## src/rtl/vend_machine_multi_pkg.sv

```systemverilog
// Shared types and helpers for the multi-product vending controller.
// Latency: none (types, constants and a pure function only).
// Backpressure: not applicable.
package vend_pkg;

  typedef enum logic [1:0] {
    IDLE   = 2'd0,
    CREDIT = 2'd1,
    VEND   = 2'd2,
    CHANGE = 2'd3
  } state_t;

  localparam int unsigned COIN_5  = 5;
  localparam int unsigned COIN_10 = 10;
  localparam int unsigned COIN_20 = 20;

  // Only the three accepted denominations count as coins; anything else is returned.
  function automatic logic is_valid_coin(input int unsigned value);
    return (value == COIN_5) || (value == COIN_10) || (value == COIN_20);
  endfunction

endpackage

```

## src/rtl/vend_machine_multi_if.sv

```systemverilog
// Bundles the coin/selection inputs and dispenser/hopper outputs of the controller.
// Latency: none (wires only).
// Backpressure: change_ready from the hopper holds change_valid/change_amount.
interface vend_machine_multi_if #(
  parameter int NUM_PRODUCTS = 4,
  parameter int CREDIT_W     = 8
);
  localparam int ID_W = $clog2(NUM_PRODUCTS);

  logic                    coin_valid;
  logic [CREDIT_W-1:0]     coin_value;
  logic                    sel_valid;
  logic [ID_W-1:0]         sel_id;
  logic                    cancel;
  logic                    restock_valid;
  logic [ID_W-1:0]         restock_id;
  logic                    change_ready;
  logic                    coin_reject;
  logic                    vend_valid;
  logic [ID_W-1:0]         vend_id;
  logic                    sel_err;
  logic                    change_valid;
  logic [CREDIT_W-1:0]     change_amount;
  logic [CREDIT_W-1:0]     credit;
  logic [NUM_PRODUCTS-1:0] sold_out;
  logic                    busy;

  // Front-end side: coin acceptor, keypad, service port and change hopper.
  modport master (
    output coin_valid, coin_value, sel_valid, sel_id, cancel,
           restock_valid, restock_id, change_ready,
    input  coin_reject, vend_valid, vend_id, sel_err, change_valid,
           change_amount, credit, sold_out, busy
  );

  // Controller side.
  modport slave (
    input  coin_valid, coin_value, sel_valid, sel_id, cancel,
           restock_valid, restock_id, change_ready,
    output coin_reject, vend_valid, vend_id, sel_err, change_valid,
           change_amount, credit, sold_out, busy
  );

endinterface

```

## src/rtl/vend_machine_multi_stock.sv

```systemverilog
// Per-product stock counters with decrement, restock and a registered sold_out vector.
// Latency: counters and sold_out update on the edge after dec/restock is presented.
// Backpressure: none; restock of the decremented product wins and skips the decrement.
module vend_stock #(
  parameter int NUM_PRODUCTS = 4,
  parameter int STOCK_W      = 4,
  parameter int INIT_STOCK   = 8,
  localparam int ID_W        = $clog2(NUM_PRODUCTS)
) (
  input  logic                    clk,
  input  logic                    reset,
  input  logic                    dec_valid,
  input  logic [ID_W-1:0]         dec_id,
  input  logic                    restock_valid,
  input  logic [ID_W-1:0]         restock_id,
  output logic [NUM_PRODUCTS-1:0] sold_out
);

  logic [STOCK_W-1:0]      stock_q [NUM_PRODUCTS];
  logic [STOCK_W-1:0]      stock_d [NUM_PRODUCTS];
  logic [NUM_PRODUCTS-1:0] sold_out_d;

  // Next counter values: restock overrides, decrement never wraps below zero.
  always_comb begin
    for (int i = 0; i < NUM_PRODUCTS; i++) begin
      stock_d[i] = stock_q[i];
      if (restock_valid && (restock_id == ID_W'(i))) begin
        stock_d[i] = STOCK_W'(INIT_STOCK);
      end else if (dec_valid && (dec_id == ID_W'(i)) && (stock_q[i] != '0)) begin
        stock_d[i] = stock_q[i] - 1'b1;
      end
      sold_out_d[i] = (stock_d[i] == '0);
    end
  end

  // Counter and sold_out registers; reset loads every product to full.
  always_ff @(posedge clk) begin
    if (reset) begin
      for (int i = 0; i < NUM_PRODUCTS; i++) begin
        stock_q[i] <= STOCK_W'(INIT_STOCK);
      end
      sold_out <= '0;
    end else begin
      for (int i = 0; i < NUM_PRODUCTS; i++) begin
        stock_q[i] <= stock_d[i];
      end
      sold_out <= sold_out_d;
    end
  end

endmodule

```

## src/rtl/vend_machine_multi.sv

```systemverilog
// Multi-product vending controller: credit accumulation, vend, change/refund, restock.
// Latency: selection accepted at edge n -> vend_valid in cycle n+1 -> change_valid from n+2.
// Backpressure: change_valid/change_amount hold until change_ready; coins refused while busy.
module vend_machine_multi
  import vend_pkg::*;
#(
  parameter int NUM_PRODUCTS = 4,
  parameter int CREDIT_W     = 8,
  parameter int MAX_CREDIT   = 100,
  parameter int STOCK_W      = 4,
  parameter int INIT_STOCK   = 8,
  parameter logic [NUM_PRODUCTS*CREDIT_W-1:0] PRICE_VEC = {8'd25, 8'd15, 8'd10, 8'd5}
) (
  input logic                 clk,
  input logic                 reset,
  vend_machine_multi_if.slave bus
);

  localparam int ID_W = $clog2(NUM_PRODUCTS);

  state_t              state_q, state_d;
  logic [CREDIT_W-1:0] credit_q, credit_d;
  logic [ID_W-1:0]     id_q, id_d;
  logic [ID_W-1:0]     vend_id_q, vend_id_d;
  logic                coin_reject_q, coin_reject_d;
  logic                vend_valid_q, vend_valid_d;
  logic                sel_err_q, sel_err_d;
  logic                change_valid_q, change_valid_d;
  logic [CREDIT_W-1:0] change_amount_q, change_amount_d;
  logic                busy_q, busy_d;

  logic                dec_valid;
  logic [CREDIT_W:0]   coin_sum;
  logic                coin_ok;
  logic [CREDIT_W-1:0] sel_price, vend_price, remainder;
  logic                sel_in_range, sel_empty, sel_bad;
  logic [NUM_PRODUCTS-1:0] sold_out;

  // Price table lookup by index; out-of-range ids read as zero and are caught separately.
  function automatic logic [CREDIT_W-1:0] price_of(input logic [ID_W-1:0] id);
    logic [CREDIT_W-1:0] p;
    p = '0;
    for (int i = 0; i < NUM_PRODUCTS; i++) begin
      if (id == ID_W'(i)) p = PRICE_VEC[i*CREDIT_W +: CREDIT_W];
    end
    return p;
  endfunction

  // Coin acceptance and selection legality, shared by several states.
  always_comb begin
    coin_sum     = {1'b0, credit_q} + {1'b0, bus.coin_value};
    coin_ok      = is_valid_coin(32'(bus.coin_value)) &&
                   (coin_sum <= (CREDIT_W+1)'(MAX_CREDIT));
    sel_in_range = ({1'b0, bus.sel_id} < (ID_W+1)'(NUM_PRODUCTS));
    sel_price    = price_of(bus.sel_id);
    sel_empty    = 1'b0;
    for (int i = 0; i < NUM_PRODUCTS; i++) begin
      if (bus.sel_id == ID_W'(i)) sel_empty = sold_out[i];
    end
    sel_bad      = !sel_in_range || sel_empty || (credit_q < sel_price);
    vend_price   = price_of(id_q);
    remainder    = credit_q - vend_price;
  end

  // Next-state and next-output logic; every registered output is computed here.
  always_comb begin
    state_d         = state_q;
    credit_d        = credit_q;
    id_d            = id_q;
    vend_id_d       = vend_id_q;
    coin_reject_d   = 1'b0;
    vend_valid_d    = 1'b0;
    sel_err_d       = 1'b0;
    change_valid_d  = change_valid_q;
    change_amount_d = change_amount_q;
    dec_valid       = 1'b0;

    unique case (state_q)
      IDLE: begin
        sel_err_d = bus.sel_valid;
        if (bus.coin_valid) begin
          if (coin_ok) begin
            credit_d = bus.coin_value;
            state_d  = CREDIT;
          end else begin
            coin_reject_d = 1'b1;
          end
        end
      end
      CREDIT: begin
        if (bus.cancel) begin
          coin_reject_d   = bus.coin_valid;
          change_valid_d  = 1'b1;
          change_amount_d = credit_q;
          state_d         = CHANGE;
        end else if (bus.sel_valid) begin
          coin_reject_d = bus.coin_valid;
          if (sel_bad) begin
            sel_err_d = 1'b1;
          end else begin
            id_d         = bus.sel_id;
            vend_id_d    = bus.sel_id;
            vend_valid_d = 1'b1;
            state_d      = VEND;
          end
        end else if (bus.coin_valid) begin
          if (coin_ok) credit_d = coin_sum[CREDIT_W-1:0];
          else         coin_reject_d = 1'b1;
        end
      end
      VEND: begin
        coin_reject_d = bus.coin_valid;
        sel_err_d     = bus.sel_valid;
        dec_valid     = 1'b1;
        credit_d      = remainder;
        if (remainder != '0) begin
          change_valid_d  = 1'b1;
          change_amount_d = remainder;
          state_d         = CHANGE;
        end else begin
          state_d = IDLE;
        end
      end
      CHANGE: begin
        coin_reject_d = bus.coin_valid;
        sel_err_d     = bus.sel_valid;
        if (change_valid_q && bus.change_ready) begin
          credit_d        = '0;
          change_valid_d  = 1'b0;
          change_amount_d = '0;
          state_d         = IDLE;
        end
      end
      default: state_d = IDLE;
    endcase

    busy_d = (state_d == VEND) || (state_d == CHANGE);
  end

  // State and output registers; reset drops any pending change.
  always_ff @(posedge clk) begin
    if (reset) begin
      state_q         <= IDLE;
      credit_q        <= '0;
      id_q            <= '0;
      vend_id_q       <= '0;
      coin_reject_q   <= 1'b0;
      vend_valid_q    <= 1'b0;
      sel_err_q       <= 1'b0;
      change_valid_q  <= 1'b0;
      change_amount_q <= '0;
      busy_q          <= 1'b0;
    end else begin
      state_q         <= state_d;
      credit_q        <= credit_d;
      id_q            <= id_d;
      vend_id_q       <= vend_id_d;
      coin_reject_q   <= coin_reject_d;
      vend_valid_q    <= vend_valid_d;
      sel_err_q       <= sel_err_d;
      change_valid_q  <= change_valid_d;
      change_amount_q <= change_amount_d;
      busy_q          <= busy_d;
    end
  end

  vend_stock #(
    .NUM_PRODUCTS (NUM_PRODUCTS),
    .STOCK_W      (STOCK_W),
    .INIT_STOCK   (INIT_STOCK)
  ) u_stock (
    .clk           (clk),
    .reset         (reset),
    .dec_valid     (dec_valid),
    .dec_id        (id_q),
    .restock_valid (bus.restock_valid),
    .restock_id    (bus.restock_id),
    .sold_out      (sold_out)
  );

  assign bus.coin_reject   = coin_reject_q;
  assign bus.vend_valid    = vend_valid_q;
  assign bus.vend_id       = vend_id_q;
  assign bus.sel_err       = sel_err_q;
  assign bus.change_valid  = change_valid_q;
  assign bus.change_amount = change_amount_q;
  assign bus.credit        = credit_q;
  assign bus.sold_out      = sold_out;
  assign bus.busy          = busy_q;

endmodule
```

## src/flat_wrapper.sv

```systemverilog
// flat-port wrapper written by rule: the top's interface ports become plain ports
module vend_machine_multi_flat import vend_pkg::*;
#(
  parameter int NUM_PRODUCTS = 4,
  parameter int CREDIT_W     = 8,
  parameter int MAX_CREDIT   = 100,
  parameter int STOCK_W      = 4,
  parameter int INIT_STOCK   = 8,
  parameter logic [NUM_PRODUCTS*CREDIT_W-1:0] PRICE_VEC = {8'd25, 8'd15, 8'd10, 8'd5}
)
  (clk, reset, bus_coin_valid, bus_coin_value, bus_sel_valid, bus_sel_id, bus_cancel, bus_restock_valid, bus_restock_id, bus_change_ready, bus_coin_reject, bus_vend_valid, bus_vend_id, bus_sel_err, bus_change_valid, bus_change_amount, bus_credit, bus_sold_out, bus_busy);
  vend_machine_multi_if #(.NUM_PRODUCTS(NUM_PRODUCTS), .CREDIT_W(CREDIT_W)) bus_i ();
  input logic clk;
  input logic reset;
  input wire logic [$bits(bus_i.coin_valid)-1:0] bus_coin_valid;
  input wire logic [$bits(bus_i.coin_value)-1:0] bus_coin_value;
  input wire logic [$bits(bus_i.sel_valid)-1:0] bus_sel_valid;
  input wire logic [$bits(bus_i.sel_id)-1:0] bus_sel_id;
  input wire logic [$bits(bus_i.cancel)-1:0] bus_cancel;
  input wire logic [$bits(bus_i.restock_valid)-1:0] bus_restock_valid;
  input wire logic [$bits(bus_i.restock_id)-1:0] bus_restock_id;
  input wire logic [$bits(bus_i.change_ready)-1:0] bus_change_ready;
  output wire logic [$bits(bus_i.coin_reject)-1:0] bus_coin_reject;
  output wire logic [$bits(bus_i.vend_valid)-1:0] bus_vend_valid;
  output wire logic [$bits(bus_i.vend_id)-1:0] bus_vend_id;
  output wire logic [$bits(bus_i.sel_err)-1:0] bus_sel_err;
  output wire logic [$bits(bus_i.change_valid)-1:0] bus_change_valid;
  output wire logic [$bits(bus_i.change_amount)-1:0] bus_change_amount;
  output wire logic [$bits(bus_i.credit)-1:0] bus_credit;
  output wire logic [$bits(bus_i.sold_out)-1:0] bus_sold_out;
  output wire logic [$bits(bus_i.busy)-1:0] bus_busy;
  assign bus_i.coin_valid = bus_coin_valid;
  assign bus_i.coin_value = bus_coin_value;
  assign bus_i.sel_valid = bus_sel_valid;
  assign bus_i.sel_id = bus_sel_id;
  assign bus_i.cancel = bus_cancel;
  assign bus_i.restock_valid = bus_restock_valid;
  assign bus_i.restock_id = bus_restock_id;
  assign bus_i.change_ready = bus_change_ready;
  assign bus_coin_reject = bus_i.coin_reject;
  assign bus_vend_valid = bus_i.vend_valid;
  assign bus_vend_id = bus_i.vend_id;
  assign bus_sel_err = bus_i.sel_err;
  assign bus_change_valid = bus_i.change_valid;
  assign bus_change_amount = bus_i.change_amount;
  assign bus_credit = bus_i.credit;
  assign bus_sold_out = bus_i.sold_out;
  assign bus_busy = bus_i.busy;
  vend_machine_multi #(.NUM_PRODUCTS(NUM_PRODUCTS), .CREDIT_W(CREDIT_W), .MAX_CREDIT(MAX_CREDIT), .STOCK_W(STOCK_W), .INIT_STOCK(INIT_STOCK), .PRICE_VEC(PRICE_VEC)) u_core (.clk(clk), .reset(reset), .bus(bus_i));
endmodule
```

## config.mk

```make
export PLATFORM = sky130hd
export DESIGN_NAME = vend_machine_multi_flat
export DESIGN_NICKNAME = d
export VERILOG_FILES = /design/src/rtl/vend_machine_multi_pkg.sv /design/src/rtl/vend_machine_multi_if.sv /design/src/rtl/vend_machine_multi_stock.sv /design/src/rtl/vend_machine_multi.sv /design/src/flat_wrapper.sv
export SDC_FILE = /design/constraint.sdc
export NUM_CORES = 1
export LEC_CHECK = 0
export BUFFER_PORTS_ARGS = -buffer_cell sky130_fd_sc_hd__buf_2
export CAP_MARGIN = 15
export CORE_AREA = 2 2 92 94
export DETAILED_ROUTE_END_ITERATION = 16
export DIE_AREA = 0 0 94 96
export GPL_TIMING_DRIVEN = 1
export SYNTH_ARGS = -nofsm -noshare
export SYNTH_HDL_FRONTEND = slang
export SYNTH_SLANG_ARGS = --single-unit
export TNS_END_PERCENT = 100
```

## constraint.sdc

```tcl
create_clock -name clk -period 6 [get_ports clk]
set_input_delay 0.6 -clock clk [delete_from_list [all_inputs] [get_ports clk]]
set_output_delay 0.6 -clock clk [all_outputs]
set_load 0.05 [all_outputs]
```

== Word level (Yosys, flattened, before mapping) ==
Memory sizes are Yosys's and may differ from the RTL's.
Cells that the tools add are included.

* Bits in registers: 29
* RAM bits: 16
* Input port bits: 19
* Output and inout port bits: 27
* Word-level logic and storage cells: 152
* Memories kept: 1

{| class="wikitable"
|+ Memories
! name !! depth !! width !! rd ports !! clocked after Yosys merged registers in !! wr ports !! line !! RTL
|-
| u_core.u_stock.stock_q || 4 || 4 || 4 || 0 || 4 || vend_machine_multi_stock.sv:19 || <nowiki>logic [STOCK_W-1:0] stock_q [NUM_PRODUCTS];</nowiki>
|}

* Add/subtract/negate cells: 6
* Magnitude comparators: 2
* Eq/ne operators: 26
* Multiplexer cells: 61
* Bitwise gates (word level): 8
* Reduce and logical (&&, ||, !) cells: 38

{| class="wikitable"
|+ Operators with widths
! operator !! count
|-
| $mux W8 || 12
|-
| $mux W4 || 14
|-
| $pmux W8 S4 || 1
|-
| $pmux W8 S3 || 1
|-
| $eq A2 B2 Y1 const B || 10
|-
| $mux W1 || 19
|-
| $logic_not A4 Y1 || 4
|-
| $reduce_bool A4 Y1 || 4
|-
| $sub A4 B1 Y4 const B || 4
|-
| $logic_and A1 B1 Y1 || 14
|-
| $mux W2 || 7
|-
| $ne A2 B2 Y1 const B || 5
|-
| $add A8 B8 Y9 || 1
|-
| $le A9 B7 Y1 const B || 1
|-
| $eq A2 B1 Y1 const B || 4
|-
| $eq A8 B3 Y1 const B || 1
|-
| $eq A8 B4 Y1 const B || 1
|-
| $eq A8 B5 Y1 const B || 1
|-
| $logic_not A2 Y1 || 4
|-
| $lt A8 B8 Y1 || 1
|-
| $ne A2 B1 Y1 const B || 4
|-
| $pmux W2 S4 || 1
|-
| $reduce_and A4 Y1 || 2
|-
| $reduce_bool A8 Y1 || 1
|-
| 13 further kinds || 24
|}

== Depth between registers and ports, before layout ==
Gate-level depths: netlist (run 1).

* Depth in word-level cells: 13
* Depth in mapped cells: 14
* Mapped depth without buffers: 13

== Modules after synthesis ==
From an unflattened synthesis (run 1), not the netlist that was laid out.

* Cell total of the unflattened synthesis: 410
* Area, all modules: 3444.6 um^2

{| class="wikitable"
|+ By module, submodules not included
! module !! times used !! cells each !! area an instance (um^2) !! sequential area each (um^2)
|-
| vend_machine_multi || 1 || 286 || 2338.5 || 480.5
|-
| vend_stock || 1 || 124 || 1106.1 || 400.4
|}

== Least setup slack after synthesis (run 1) ==
OpenSTA, ideal clock, no wires.

* Path kind: register to register
* Start point: register u_core.id_q[1]
* End point: register u_core.change_amount_q[3], in the netlist u_core.bus.change_amount[3]
* Setup time: 0.091 ns
* Arrival: 3.181 ns
* Data required time: 5.909 ns
* Path slack: 2.728 ns
* Stages on the path, launching flop included: 15
* Buffers on the path: 1
* Period minus slack after synthesis: 3.272 ns
* Path through: dfxtp_1 inv_1 ha_1 inv_1 ha_1 inv_1 fa_1 a21o_1 a211oi_2 a21oi_1 o21ai_1 a31oi_4 or2_1 buf_2 a311oi_1

* Cells in the longest elaborated chain, start to end: 9
* Elaborated cells on any way between the ends: 14
* Classes of those cells: add/sub: 1; eq/ne: 4; mux: 6; reduce/logical: 3

{| class="wikitable"
|+ RTL lines
! item !! line !! RTL
|-
| start, declared || vend_machine_multi.sv:23 || <nowiki>logic [ID_W-1:0] id_q, id_d;</nowiki>
|-
| start signal, assigned || vend_machine_multi.sv:156 || <nowiki>id_q <= id_d;</nowiki>
|-
| $logic_not A2 Y1 || vend_machine_multi.sv:44 || <nowiki>if (id == ID_W'(i)) p = PRICE_VEC[i*CREDIT_W +: CREDIT_W];</nowiki>
|-
| $mux W3 || vend_machine_multi.sv:44 ||
|-
| $mux W4 (2 in series) || vend_machine_multi.sv:44 ||
|-
| $mux W5 * || vend_machine_multi.sv:44 ||
|-
| $sub A8 B5 Y8 * || vend_machine_multi.sv:62 || <nowiki>remainder = credit_q - vend_price;</nowiki>
|-
| $reduce_bool A8 Y1 || vend_machine_multi.sv:116 || <nowiki>if (remainder != '0) begin</nowiki>
|-
| $ne A2 B1 Y1 (no source line) || - ||
|-
| $reduce_and A4 Y1 (no source line) || - ||
|-
| end signal, assigned || vend_machine_multi.sv:162 || <nowiki>change_amount_q <= change_amount_d;</nowiki>
|-
| end, declared || vend_machine_multi.sv:29 || <nowiki>logic [CREDIT_W-1:0] change_amount_q, change_amount_d;</nowiki>
|}

Mark *: on every way between the ends. The rest lies on a longest branch, timed or not. The select of a mux whose other input is x is not followed.
A chain may end at the register's enable or synchronous reset.

== Worst setup path in the final report (run 1) ==
* Start point: register u_core.id_q[0]
* End point: register u_core.change_amount_q[7], in the netlist u_core.bus.change_amount[7]

Same word-level chain as after synthesis.

==> reports/results.ini, run 1 <==
[status]
outcome = finished clean

[timing]
finalClockSkew_ns = 0.0107
finalSetupViolations = 0
holdWs_ns = 0.488
slew-limit-headroom_pct = 47.3
max_freq_mhz = 314
fin_crit_sh_pct = 53.1
fin_crit_ns = 3.19
rsz0062_at_grt = no
tightest_slew_ns = 0.789
setup_ws_ns = 2.81
report.final.slew_viol_count = 0
hold_violations = 0
tns_ns = 0

[pwr]
power.leakage_uw = 0.00154
vdd_ir_drop_max_mv = 0.101
p_per_area_nw_per_um2 = 153

[synth]
syn-mean-instance-area_um2 = 8.11
synthAdderAreaFrac_pct = 13.3
synth_top_cell_area_share_pct = 28.0
synth_area_um2 = 3210
synth_compound_area_share_pct = 20.6
syn-num-nets = 448
synth_top_family_by_area = simple AND/OR/NAND/NOR gates
ys_types = 56
ys_ff_latch = 45
synth_top_area_cell = dfxtp_1
async_reset_ff_share_pct = 0
ys_warn_count = 0
yosysSeqAreaShare_pct = 28.0
synth_edf_count = 0
synth_area_leaders = dfxtp_1, ha_1, nor2_1
synthMuxAreaShare_pct = 4.05
yosys.area_share.xor_xnor_pct = 5.45
syn_inst = 396
synth_ff_type = dfxtp_1
synth-simple-area-share_pct = 24.1

[setup_path]
worstPathArrival_ns = 3.40
crit_type = flip-flop to flip-flop
cpMaxStageDelayCell = dfxtp_1
cp-end-kind = flip-flop
cp-start-kind = flip-flop
path_buf_inv = 2
cp_max_fo = 10
cp_cell_sequence = inv_1 > ha_1 > inv_1 > fa_1 > a21o_1 > a211oi_2 > a21oi_1 > o21ai_1 > a31oi_4 > or2_1 > a311oi_1
cpPeakStageDelay_ns = 0.46
cp.required_ns = 6.21
cp_common_cell = inv_1
cpLargestDelayFamily = compound AO/OA/AOI/OAI gates

[clock_network]
cts.sinks = 45
cts_made_buffers = 5
clock_latency_ns = 0.30
cts_root_buf = clkbuf_8
clkSlewWorstSetupHoldPaths_ns = 0.09
post-cts-setup-buffer-count = 0
cts_tree = yes
htreeDepth = 2
cts_resized = 0
cts-hold-fix-buffers = 0
clockBufferDepth = 2

[placed_design]
gp_congestion = 0.853
post-dp-hpwl_um = 6180
dp_slack_ns = 2.80
io_buffer_count = 45
dpl_cell_area_um2 = 3520

[floorplan]
start_util_pct = 39.9
die_area_um2 = 9020
io_pins = 46
rows = 33
die_h_um = 96
die_x_um = 94
core-area_um2 = 8050

[detailed_routing]
viasPerCell = 5.41
ant_nets = 0
drt_wl_total_um = 7880
drc_errors = 0
drtIter0Drc = 124
firstDrtPassIters = 4
wl_per_cell_um = 14.5
via_count = 2935

[grt]
grt-busiest-layer = met2
grt_overflow = 0
grt_pass1_wl_um = 13100
first_global_vias = 2818
met1_usage_pct = 23.0
use_met3_pct = 2.98
gr-usage-met2_pct = 32.0
antenna_found_initial = 0
grt_max_degree = 31
track_usage_pct = 18.3

[min_path]
worstHoldPathType = flip-flop to flip-flop

[finish]
mostFrequentLayoutCells = nor2_1, buf_2, dfxtp_1, ha_1
nets = 489
fin_util_pct = 44.8
syn_to_final_growth_pct = 12.2
drive_above_1_share_pct = 15.5
layout_commonest_cell = nor2_1
design_area_um2 = 3610
n_antenna_cell = 0

[run]
cap_violations = 0

==> final timing paths <==
| kind | start | end | slack, ns | depth (start not counted) |
|---|---|---|---|---|
| max reg2reg | u_core.id_q[0] | u_core.bus.change_amount[7] | 2.81 | 11 |
| max | u_core.id_q[0] | u_core.bus.change_amount[7] | 2.81 | 11 |
| min | u_core.u_stock.stock_q[0][1] | u_core.u_stock.stock_q[0][1] | 0.49 | 2 |
| min reg2reg | u_core.u_stock.stock_q[0][1] | u_core.u_stock.stock_q[0][1] | 0.49 | 2 |
==> worst reg2reg max path: stages (launching register included) <==
cell      delay [ns]
dfxtp_1         0.46
inv_1           0.13
ha_1            0.29
inv_1           0.06
fa_1            0.45
a21o_1          0.21
a211oi_2        0.30
a21oi_1         0.10
o21ai_1         0.25
a31oi_4         0.20
or2_1           0.37
a311oi_1        0.28
==> kinds of logic after synthesis <==
| kind of cell | count (synthesis) |
|---|---|
| flip-flops | 45 |
| adder cells (fa/ha/maj) | 33 |
| XOR/XNOR | 20 |
| multiplexers | 13 |
| AO/OA/AOI/OAI | 93 |
| buffers and inverters | 37 |
| AND/OR/NAND/NOR | 155 |
==> power breakdown <==
part	total, uW	internal, uW	switching (uW)
registers	303	301	2.27
clock network	185	80.9	104
logic	64.4	24.4	40.0
total	552	406	146
==> synthesized netlist by cell type (8+ instances only) <==
| library cell | count |
|---|---|
| o21ai_0 | 11 |
| xor2_1 | 8 |
| xnor2_1 | 12 |
| dfxtp_1 | 45 |
| mux2i_1 | 13 |
| nor3_1 | 18 |
| nand3_1 | 15 |
| ha_1 | 31 |
| nand2b_1 | 12 |
| clkbuf_1 | 9 |
| a211oi_1 | 10 |
| nor2_1 | 47 |
| nand2_1 | 29 |
| inv_1 | 26 |
| a21oi_1 | 29 |
==> registers in the layout (all words and copies together), names as in the netlist <==
signal and count:
u_core.bus.change_valid 1, u_core.state_q 2, u_core.bus.credit 8, u_core.u_stock.stock_q 16
u_core.bus.busy 1, u_core.bus.change_amount 8, u_core.bus.sel_err 1, u_core.u_stock.sold_out 4
u_core.bus.vend_valid 1, u_core.id_q 2, u_core.bus.coin_reject 1
==> metrics by stage <==
stage                     total power (uW)  std cells
after global placement                 374        535
final                                  552        543
after detailed placement               374        535
after floorplan                        354        396
after global routing                   576        543
after CTS                              557        543
==> per-layer routing <==
layer  wire length (um)  vias to the layer above
met1               3740                     1362
met5                  0                        -
li1                   -                     1490
met2               3720                       72
met3                293                       11
met4                128                        0
==> layout make-up <==
class                      count  area, um2
timing repair buffer          45        225
inverter                      26       97.6
clock buffer                   6       72.6
sequential                    45        901
multi-input combinational    314       2170
clock inverter                 2       10.0
fill                         847       4450
tap                          105        131
Note: power is estimated with default switching activity, not from simulation.
==> inputs of run 2 (changes only) <==
--- a/config.mk
+++ b/config.mk
@@ -5,6 +5,7 @@
 export SDC_FILE = /design/constraint.sdc
 export NUM_CORES = 1
 export LEC_CHECK = 0
+export ABC_AREA = 1
 export BUFFER_PORTS_ARGS = -buffer_cell sky130_fd_sc_hd__buf_2
 export CAP_MARGIN = 15
 export CORE_AREA = 2 2 92 94
==> constraint.sdc (replaced) <==
create_clock -name clk -period 2.78 [get_ports clk]
set_input_delay 0.278 -clock clk [delete_from_list [all_inputs] [get_ports clk]]
set_output_delay 0.278 -clock clk [all_outputs]
set_load 0.05 [all_outputs]
==> reports/results.ini, run 2 <==
[pwr]
power.leakage_uw = 0.00191
p_int_uw = 873
switching_share_pct = 28.1
p_sw_uw = 340
pwr-share-comb_pct = 14.4
power_frac_clock_pct = 31.6
vdd_ir_drop_max_mv = 0.177
p_per_area_nw_per_um2 = 330
seqPwrFrac_pct = 54.0

[grt]
grt_max_degree = 21
gr-usage-met2_pct = 32.0
first_global_vias = 2952
use_met3_pct = 3.76
grt-busiest-layer = met2
met1_usage_pct = 25.3
antenna_found_initial = 0
grt_pass1_wl_um = 13800
grt_overflow = 0
track_usage_pct = 19.5

[synth]
syn-num-nets = 529
synth_ff_type = dfxtp_1
yosysMostFrequentCell = nand2_1
synth_top_cell_area_share_pct = 28.0
ys_ff_latch = 45
synth_commonest_cells = nand2_1, nor2_1, inv_1, dfxtp_1, nand3_1
synth_edf_count = 0
synth_top_area_cell = dfxtp_1
synth_area_um2 = 3220
syn-mean-instance-area_um2 = 6.76
yosysSeqAreaShare_pct = 28.0
async_reset_ff_share_pct = 0
syn_inst = 477
ys_warn_count = 0
synth_area_leaders = dfxtp_1, nand2_1, ha_1
ys_types = 39

[timing]
max_freq_mhz = 397
hold_violations = 0
rsz0062_at_grt = no
tightest_slew_ns = 0.718
slew-limit-headroom_pct = 52.1
report.final.slew_viol_count = 0
setup_ws_ns = 0.260
finalSetupViolations = 0
fin_crit_sh_pct = 90.6
fin_crit_ns = 2.52
tns_ns = 0
finalClockSkew_ns = 0.00796

[finish]
syn_to_final_growth_pct = 13.9
largest_reg_flops = 16
mostFrequentLayoutCells = nand2_1, nor2_1, inv_1, buf_2, dfxtp_1
fin_cells = 633
design_area_um2 = 3670
fillCellCount = 858
n_antenna_cell = 0
largest-register = u_core.u_stock.stock_q
layout_commonest_cell = nand2_1
multi_input_area_um2 = 2030
regArea_um2 = 903
drive_above_1_share_pct = 16.9
nets = 581

[run]
cap_violations = 0

[setup_path]
cp-start-kind = flip-flop
cp-end-kind = flip-flop
worstPathArrival_ns = 2.72
cp_max_fo = 8
crit_type = flip-flop to flip-flop
r2r_cells = 16
cp.required_ns = 2.98

[detailed_routing]
viasPerCell = 4.97
via_count = 3148
drc_errors = 0
ant_nets = 0
firstDrtPassIters = 4
drtIter0Drc = 252
drt_wl_total_um = 8190
wl_per_cell_um = 12.9

[floorplan]
rows = 33
die_x_um = 94
die_area_um2 = 9020
io_pins = 46
core-area_um2 = 8050
start_util_pct = 40.0
die_h_um = 96

[placed_design]
dpl.cell_count = 626
gp_congestion = 0.861
dp_slack_ns = 0.203
post-dp-hpwl_um = 6370
io_buffer_count = 45
dpl_cell_area_um2 = 3580

[clock_network]
cts_tree = yes
cts-hold-fix-buffers = 0
cts_made_buffers = 5
cts.sinks = 45
clockBufferDepth = 2
clkSlewWorstSetupHoldPaths_ns = 0.09
cts_resized = 0
cts_root_buf = clkbuf_8
clock_latency_ns = 0.30
post-cts-setup-buffer-count = 0
htreeDepth = 2

[min_path]
hold_path_depth = 3
worstHoldPathType = input pin to flip-flop

[status]
outcome = finished clean

-- run 2: cell count changes after synthesis, moves of 7 or more --
cell,change
nor2_1,+18
mux2i_1,-12
o21ai_0,+10
nand2_2,+7
nor3_1,-12
a211oi_1,-9
nand2_1,+81
inv_1,+37
nand2b_1,-12
nand3_1,+21
xnor2_1,-8
-- run 2: layout make-up --
class,instances,share of cell area (%)
multi-input combinational,358,55.3
sequential,45,24.6
timing repair buffer,52,7.57
inverter,67,6.92
tap,105,3.58
clock buffer,5,1.87
clock inverter,1,0.136
-- run 2: cells by family (layout without fill, tap and decap cells) --
group | after synthesis | count (layout) | synth area share (%)
AOI/OAI and AO/OA | 71 | 71 | 12.9
muxes | 1 | 1 | 0.311
DFF | 45 | 45 | 28.0
buffers and inverters | 75 | 125 | 9.51
and+or+nand+nor | 244 | 245 | 33.6
adders and majority gates | 33 | 33 | 13.3
xor gates and xnor gates | 8 | 8 | 2.41
-- run 2: through the flow --
step                      total power (uW)  utilization [%]  hold slack, ns
after CTS                             1230             45.4           0.213
after global routing                  1280             45.6           0.235
final                                 1210             45.6           0.227
after floorplan                        788                -           0.399
after detailed placement               844             44.5           0.482
after global placement                 843             44.5           0.473
-- run 2: worst max-delay path, cell delays in order, from the launching register on --
cell and delay [ns]:
dfxtp_2 0.36, inv_1 0.10, ha_1 0.20, inv_1 0.05
ha_1 0.13, inv_1 0.06, fa_1 0.40, nand3_1 0.12
nand2_1 0.06, nand2_1 0.10, nand2_1 0.11, nand3_2 0.12
nor2_4 0.04, nand4_2 0.11, nand3_2 0.19, nor2_1 0.18
nor2_1 0.06
-- run 2: power by group through the flow --
| stage | combinational, uW | sequential, uW | clock [uW] |
|---|---|---|---|
| after floorplan | 98.5 | 690 | 0 |
| after global placement | 173 | 670 | 0 |
| after detailed placement | 173 | 670 | 0 |
| after CTS | 175 | 655 | 401 |
| after global routing | 198 | 656 | 425 |
| final | 175 | 655 | 384 |
-- run 2: worst paths after layout --
kind                                         startpoint                          end  slack (ns)
worst max-delay path                     u_core.id_q[1]  u_core.bus.change_amount[7]        0.26
worst min-delay path                      bus_sel_valid           u_core.bus.sel_err        0.23
worst max register to register           u_core.id_q[1]  u_core.bus.change_amount[7]        0.26
worst min register to register  u_core.bus.change_valid      u_core.bus.change_valid        0.49
-- run 2: routing by layer --
layer	up-vias	share of wire (%)
met5	-	0
met4	0	2.1
met3	12	5.0
met2	71	45
met1	1418	48
li1	1647	-
